File: src/rtl/inst_fetch_unit_if.sv
// Fetch-side bundle: instruction-memory read port, hazard/redirect controls
// and the IF/ID register outputs, seen from the fetch unit (master).
interface inst_fetch_unit_if #(
  parameter int PC_W   = 16,
  parameter int INST_W = 16
);
  logic [PC_W-1:0]   pc;
  logic [INST_W-1:0] inst;
  logic              mem_busy;
  logic              stall;
  logic              branch_valid;
  logic [PC_W-1:0]   branch_target;
  logic [PC_W-1:0]   if_pc;
  logic [INST_W-1:0] if_inst;
  logic              if_valid;

  modport master (
    output pc, if_pc, if_inst, if_valid,
    input  inst, mem_busy, stall, branch_valid, branch_target
  );

  modport slave (
    input  pc, if_pc, if_inst, if_valid,
    output inst, mem_busy, stall, branch_valid, branch_target
  );
endinterface

File: src/rtl/inst_fetch_unit.sv
// IF stage: owns the PC, fetches one instruction per cycle from a combinational
// instruction memory, and buffers one fetch in a skid entry while ID is stalled.
module inst_fetch_unit #(
  parameter int                PC_W     = 16,
  parameter int                INST_W   = 16,
  parameter logic [PC_W-1:0]   START_PC = '0,
  parameter logic [INST_W-1:0] NOP_INST = 16'h0800
) (
  input  logic               clk,
  input  logic               rst,
  inst_fetch_unit_if.master  bus
);

  typedef enum logic {
    SKID_EMPTY = 1'b0,
    SKID_FULL  = 1'b1
  } skid_state_e;

  function automatic logic [PC_W-1:0] pc_inc(input logic [PC_W-1:0] a);
    return a + {{(PC_W-1){1'b0}}, 1'b1};
  endfunction

  skid_state_e       r_state, w_state_nxt;
  logic [PC_W-1:0]   r_pc_p0, w_pc_nxt;
  logic [PC_W-1:0]   r_skid_pc_p0;
  logic [INST_W-1:0] r_skid_inst_p0;
  logic              w_skid_ld;
  logic [PC_W-1:0]   r_if_pc_p1, w_if_pc_nxt;
  logic [INST_W-1:0] r_if_inst_p1, w_if_inst_nxt;
  logic              r_vld_p1, w_vld_nxt;
  logic              w_fetch_ok;

  // A fetch only counts when the memory port is ours and no redirect kills it.
  assign w_fetch_ok = !bus.mem_busy && !bus.branch_valid;

  always_comb begin
    w_state_nxt   = r_state;
    w_pc_nxt      = r_pc_p0;
    w_skid_ld     = 1'b0;
    w_if_pc_nxt   = r_if_pc_p1;
    w_if_inst_nxt = r_if_inst_p1;
    w_vld_nxt     = r_vld_p1;

    if (bus.branch_valid) begin
      w_pc_nxt      = bus.branch_target;
      w_if_pc_nxt   = bus.branch_target;
      w_if_inst_nxt = NOP_INST;
      w_vld_nxt     = 1'b0;
      w_state_nxt   = SKID_EMPTY;
    end else if (bus.stall) begin
      if (r_state == SKID_EMPTY && w_fetch_ok) begin
        w_skid_ld   = 1'b1;
        w_pc_nxt    = pc_inc(r_pc_p0);
        w_state_nxt = SKID_FULL;
      end
    end else if (r_state == SKID_FULL) begin
      // Skid entry is older than the current fetch, so it drains first.
      w_if_pc_nxt   = r_skid_pc_p0;
      w_if_inst_nxt = r_skid_inst_p0;
      w_vld_nxt     = 1'b1;
      if (w_fetch_ok) begin
        w_skid_ld = 1'b1;
        w_pc_nxt  = pc_inc(r_pc_p0);
      end else begin
        w_state_nxt = SKID_EMPTY;
      end
    end else begin
      if (w_fetch_ok) begin
        w_if_pc_nxt   = r_pc_p0;
        w_if_inst_nxt = bus.inst;
        w_vld_nxt     = 1'b1;
        w_pc_nxt      = pc_inc(r_pc_p0);
      end else begin
        w_if_inst_nxt = NOP_INST;
        w_vld_nxt     = 1'b0;
      end
    end
  end

  // ---- stage p0: PC and skid control ----
  always_ff @(posedge clk or negedge rst) begin
    if (!rst) begin
      r_state <= SKID_EMPTY;
      r_pc_p0 <= START_PC;
    end else begin
      r_state <= w_state_nxt;
      r_pc_p0 <= w_pc_nxt;
    end
  end

  always_ff @(posedge clk) begin
    if (w_skid_ld) begin
      r_skid_pc_p0   <= r_pc_p0;
      r_skid_inst_p0 <= bus.inst;
    end
  end

  // ---- stage p1: IF/ID register ----
  always_ff @(posedge clk or negedge rst) begin
    if (!rst) begin
      r_if_pc_p1   <= '0;
      r_if_inst_p1 <= NOP_INST;
      r_vld_p1     <= 1'b0;
    end else begin
      r_if_pc_p1   <= w_if_pc_nxt;
      r_if_inst_p1 <= w_if_inst_nxt;
      r_vld_p1     <= w_vld_nxt;
    end
  end

  assign bus.pc       = r_pc_p0;
  assign bus.if_pc    = r_if_pc_p1;
  assign bus.if_inst  = r_if_inst_p1;
  assign bus.if_valid = r_vld_p1;

endmodule

File: src/flat_wrapper.sv
// flat-port wrapper written by rule: the top's interface ports become plain ports
module inst_fetch_unit_flat 
#(
  parameter int                PC_W     = 16,
  parameter int                INST_W   = 16,
  parameter logic [PC_W-1:0]   START_PC = '0,
  parameter logic [INST_W-1:0] NOP_INST = 16'h0800
)
  (clk, rst, bus_pc, bus_if_pc, bus_if_inst, bus_if_valid, bus_inst, bus_mem_busy, bus_stall, bus_branch_valid, bus_branch_target);
  inst_fetch_unit_if #(.PC_W(PC_W), .INST_W(INST_W)) bus_i ();
  input  logic clk;
  input  logic rst;
  output wire logic [$bits(bus_i.pc)-1:0] bus_pc;
  output wire logic [$bits(bus_i.if_pc)-1:0] bus_if_pc;
  output wire logic [$bits(bus_i.if_inst)-1:0] bus_if_inst;
  output wire logic [$bits(bus_i.if_valid)-1:0] bus_if_valid;
  input wire logic [$bits(bus_i.inst)-1:0] bus_inst;
  input wire logic [$bits(bus_i.mem_busy)-1:0] bus_mem_busy;
  input wire logic [$bits(bus_i.stall)-1:0] bus_stall;
  input wire logic [$bits(bus_i.branch_valid)-1:0] bus_branch_valid;
  input wire logic [$bits(bus_i.branch_target)-1:0] bus_branch_target;
  assign bus_pc = bus_i.pc;
  assign bus_if_pc = bus_i.if_pc;
  assign bus_if_inst = bus_i.if_inst;
  assign bus_if_valid = bus_i.if_valid;
  assign bus_i.inst = bus_inst;
  assign bus_i.mem_busy = bus_mem_busy;
  assign bus_i.stall = bus_stall;
  assign bus_i.branch_valid = bus_branch_valid;
  assign bus_i.branch_target = bus_branch_target;
  inst_fetch_unit #(.PC_W(PC_W), .INST_W(INST_W), .START_PC(START_PC), .NOP_INST(NOP_INST)) u_core (.clk(clk), .rst(rst), .bus(bus_i));
endmodule
File: config.mk
export PLATFORM = sky130hd
export DESIGN_NAME = inst_fetch_unit_flat
export DESIGN_NICKNAME = d
export VERILOG_FILES = /design/src/rtl/inst_fetch_unit_if.sv /design/src/rtl/inst_fetch_unit.sv /design/src/flat_wrapper.sv
export SDC_FILE = /design/constraint.sdc
export NUM_CORES = 1
export LEC_CHECK = 0
export CAP_MARGIN = 20
export CORE_MARGIN = 5
export CORE_UTILIZATION = 45
export CTS_CLUSTER_DIAMETER = 80
export DETAILED_ROUTE_END_ITERATION = 7
export PLACE_DENSITY = 0.78
export SLEW_MARGIN = 20
export SYNTH_ARGS = -nofsm -noshare
export SYNTH_HDL_FRONTEND = slang
export SYNTH_SLANG_ARGS = --single-unit
File: constraint.sdc
create_clock -name clk -period 3.9 [get_ports clk]
set_input_delay 0.78 -clock clk [delete_from_list [all_inputs] [get_ports clk]]
set_output_delay 0.78 -clock clk [all_outputs]
set_load 0.05 [all_outputs]
### Yosys cells after proc, flatten, opt, wreduce, memory -nomap -nowiden

Cells that the tools add are included.

| operators by class | value |
|---|---|
| reduce and logical (&&, ||, !) cells | 8 |
| add/sub/neg operators | 1 |
| bitwise gates (word level) | 1 |
| mux-type cells | 23 |
| equality and inequality tests | 2 |

Operator list:

| cell | number |
|---|---|
| 2-to-1 mux 16 bit | 12 |
| adder 16 x 1 -> 16 bit, second input constant | 1 |
| 2-to-1 mux 1 bit | 11 |
| nonzero test 3 bit | 2 |
| AND reduction 2 bit | 2 |
| != test 3 x 1 -> 1 bit, second input constant | 1 |
| logical AND 1 bit | 2 |
| zero test 1 bit | 2 |
| != test 2 x 1 -> 1 bit, second input constant | 1 |
| inverter 1 bit | 1 |

| storage, ports and cells | value |
|---|---|
| input port bits | 37 |
| output and inout port bits | 49 |
| logic and storage cells | 42 |
| register bits | 82 |

### Logic depth before layout (Yosys ltp)

| depth | value |
|---|---|
| word-level depth | 6 |
| mapped depth | 6 |
| mapped depth without buffers | 4 |

### Worst setup path before layout

OpenSTA, ideal clock, no wires.

| timing path | value |
|---|---|
| path kind | input to register |
| start | in bus_branch_valid |
| end | reg u_core.r_skid_inst_p0[0] (enable) |
| buffers on the path | 3 |
| cell stages on the path | 4 |
| library setup time | 461 ps |
| data required time | 3,439 ps |
| data arrival time | 3,564 ps |
| slack | -125 ps |
| path through | buf_2 buf_2 buf_1 nor3_1 |

| between the ends | value |
|---|---|
| cells in the longest elaborated chain, start to end | 6 |

RTL lines:

| item | line | text |
|---|---|---|
| from (decl) | flat_wrapper.sv:20 | `input wire logic [$bits(bus_i.branch_valid)-1:0] bus_branch_valid;` |
| zero test 1 bit | inst_fetch_unit.sv:34 | `assign w_fetch_ok = !bus.mem_busy && !bus.branch_valid;` |
| logical AND 1 bit | inst_fetch_unit.sv:34 |  |
| 2-to-1 mux 1 bit or logical AND 1 bit (tied branches) | inst_fetch_unit.sv:61, inst_fetch_unit.sv:51 |  |
| 2-to-1 mux 1 bit, on equally long branches | inst_fetch_unit.sv:56, inst_fetch_unit.sv:51 |  |
| 2-to-1 mux 1 bit | inst_fetch_unit.sv:50 | `end else if (bus.stall) begin` |
| 2-to-1 mux 1 bit (*) | inst_fetch_unit.sv:44 | `if (bus.branch_valid) begin` |
| named net u_core.w_skid_ld | inst_fetch_unit.sv:27 | `logic w_skid_ld;` |
| to (signal assigned) | inst_fetch_unit.sv:94 | `r_skid_inst_p0 <= bus.inst;` |
| to (decl) | inst_fetch_unit.sv:26 | `logic [INST_W-1:0] r_skid_inst_p0;` |

The timed path passes the listed nets; every way through them passes the cells marked *.
A chain may end at the register's enable or synchronous reset.

### Worst setup path in the final report

| timing path | value |
|---|---|
| start | reg u_core.r_pc_p0[2] (netlist: u_core.bus.pc[2]) |
| end | out bus_pc[2] |

RTL lines:

| item | line | text |
|---|---|---|
| from (decl) | inst_fetch_unit.sv:24 | `logic [PC_W-1:0] r_pc_p0, w_pc_nxt;` |
| from (signal assigned) | inst_fetch_unit.sv:87 | `r_pc_p0 <= w_pc_nxt;` |
| to (decl) | flat_wrapper.sv:13 | `output wire logic [$bits(bus_i.pc)-1:0] bus_pc;` |

No word-level cell between the ends.

==> results.yml <==
outcome:
  status: "finished, final reports clean"
placement:
  dp_cells: 486
  place_hpwl_um: 6050
  io_buffers: 85
  gp_congestion: 0.872
cts:
  cts_buffers: 9
  cts_resized: 0
  post-cts-setup-buffer-count: 0
  clk_pin_slew_ns: 0.08
  cts-htree-levels: 3
  clk_latency_ns: 0.35
  numClockSinks: 82
  root_buffer: "clkbuf_8"
  holdBufCountCts: 0
  cts_tree: "yes"
  clock_path_buffers: 2
yosys:
  synthFlopType: "dfrtp_1"
  synthesis.nets: 352
  syn_area_sq_um: 3660
  syn_avg_cell_area_sq_um: 11.7
  seq_area_frac_synth_pct: 60.5
  synth_cell_types: 44
  synth_commonest_cells: "dfrtp_1 (49), edfxtp_1 (32), nand2_1 (32)"
  yosysTopAreaCellShare_pct: 33.5
  synth_edf_count: 32
  synth.most_common_cell: "dfrtp_1"
  ys_warn_count: 0
  yosysTopAreaCell: "dfrtp_1"
  ys_async_sr_fraction_pct: 61.0
  synthCells: 314
  synth-seq-cells: 82
  synth_area_leaders: "dfrtp_1 (34%), edfxtp_1 (26%), a221oi_1 (3.8%)"
timing:
  slew_headroom_pct: 29.7
  setup_viol: 0
  fin_tns_setup_ns: 0
  hold_viol: 0
  period_minus_slack_ns: 2.52
  finClkSkew_ns: 0.00814
  rsz0062_at_grt: "no"
  fin_crit_sh_pct: 64.7
  worst_pin_slew_ns: 1.05
  slew_violations: 0
  max_freq_mhz: 396
power:
  p_switching_w: 0.000714
  internal-power_w: 0.00160
  comb_power_share_pct: 23.4
  leakagePower_nw: 1.82
  ir_drop_mv: 0.221
  p_per_area_nw_per_um2: 480
  p_seq_share_pct: 45.3
  netSwitchingFraction_pct: 30.9
  pwr-share-clk_pct: 31.2
route:
  viasPerCell: 5.53
  wl_per_cell_um: 17.6
  drtPass1Iterations: 4
  vias: 2777
  detail_route.drc_violations: 0
  drtAntennaViolNets: 0
  first_iter_violations: 161
  postRouteWirelength_um: 8830
layout:
  area_delta_synth_final_pct: 31.7
  antenna_cells: 0
  nNetsFinal: 433
  final.fill_count: 644
  multiInputGateArea_sq_um: 1340
  finalNonFillerCells: 502
  regArea_sq_um: 2210
  drive_above_1_share_pct: 10.0
setup_path:
  slowest_delay_ns: 0.87
  critPathSlowestCell: "clkdlybuf4s50_1"
  critPathKind: "reg -> out"
  crit_chain: "clkdlybuf4s50_1"
  end_kind: "output pin"
  cp_top_family: "buffers and inverters"
  crit_buf_inv: 1
  cp-start-kind: "register"
  worstPathArrival_ns: 1.74
  required_ns: 3.12
  crit_fanout: 9
floorplanning:
  start_util_pct: 46.9
  die-width_um: 100
  ios: 86
  core_area_sq_um: 7810
  std_cell_rows: 32
  fp.dieH_um: 100
  dieArea_sq_um: 10000
run:
  max_cap_viol_count: 0
global_route:
  grt_start_max_net_pins: 46
  grt_pass1_vias: 2709
  grt_overflow: 0
  grt_antenna_before_repair: 0
  grt_usage_pct: 17.7
  grt_pass1_wl_um: 13900
min_path:
  hold_path.class: "in -> async"
==> power by group through the flow <==
stage	clock network (W)	registers, W	logic, W
floorplan	0	0.00123	0.000161
global placement	0	0.00106	0.000536
detailed placement	0	0.00107	0.000545
CTS	0.000730	0.00105	0.000548
global route	0.000766	0.00106	0.000575
finish	0.000723	0.00105	0.000542
==> metrics by stage <==
step	area [sq um]	utilization [%]	total power (W)	hold slack, ns	worst slack, ns
floorplan	3660	-	0.00139	0.484	0.844
global placement	4590	58.8	0.00160	0.466	1.21
detailed placement	4590	58.8	0.00161	0.470	1.14
CTS	4820	61.7	0.00233	0.488	1.37
global route	4820	61.7	0.00240	0.505	1.34
finish	4820	61.7	0.00231	0.481	1.38
==> kinds of logic (layout without fill, tap and decap cells) <==
kind of cell / Yosys count / count (layout) / synth area share [%]
buf+inv: 26 / 112 / 3.35
simple gates: 110 / 110 / 15.0
xor+xnor: 10 / 10 / 2.39
mux: 18 / 18 / 5.23
compound gates: 67 / 67 / 13.2
fa+ha+maj: 1 / 1 / 0.342
flops: 82 / 82 / 60.5
==> flip-flops by register name, indices dropped and copies added (netlist names) <==
register / count
u_core.bus.pc: 16
u_core.bus.if_valid: 1
u_core.r_skid_inst_p0: 16
u_core.r_state: 1
u_core.bus.if_inst: 16
u_core.r_skid_pc_p0: 16
u_core.bus.if_pc: 16
==> final timing paths <==
kind	start	end	slack [ns]	depth (start not counted)
setup / recovery	u_core.bus.pc[2]$_DFFE_PN0P_	bus_pc[2]	1.38	1
setup reg to reg	u_core.r_state$_DFFE_PN0P_	u_core.r_skid_pc_p0[0]$_DFFE_PP_	1.64	3
min in group clk	u_core.bus.if_pc[12]$_DFFE_PN0P_	u_core.bus.if_pc[12]$_DFFE_PN0P_	0.48	2
hold / removal	rst	u_core.bus.if_pc[2]$_DFFE_PN0P_	0.48	1
hold reg to reg	u_core.bus.if_pc[12]$_DFFE_PN0P_	u_core.bus.if_pc[12]$_DFFE_PN0P_	0.48	2
max in group asynchronous	rst	u_core.bus.if_inst[13]$_DFFE_PN0P_	2.66	2
==> layer usage <==
layer,up-vias,routed length [um],track usage [%],part of all wire [%]
li1,1330,-,-,-
met1,1347,3640,22.5,41
met2,94,4590,29.6,52
met3,6,518,3.27,5.9
met4,0,72,7.46,0.82
met5,-,0,0,0
==> placed cells by master (no fill, tap or decap), types with 6 or more instances in the layout <==
master / instances
a211oi_1: 8
a21oi_1: 6
a221oi_1: 16
buf_4: 6
clkbuf_8: 9
clkdlybuf4s50_1: 84
dfrtp_1: 48
edfxtp_1: 32
mux2_2: 9
mux2i_1: 9
nand2_1: 32
nand4_1: 6
nor2_1: 25
nor2b_1: 8
nor3_1: 16
o21ai_0: 17
o31ai_1: 7
xnor2_1: 8
==> cell type report <==
type,instances,share of cell area [%]
multi-input combinational,206,27.7
timing repair buffer,91,18.5
sequential,82,45.9
inverter,5,0.389
tap,102,2.65
clock inverter,5,2.13
clock buffer,11,2.73
No activity file was read; power rests on OpenSTA's default activity.
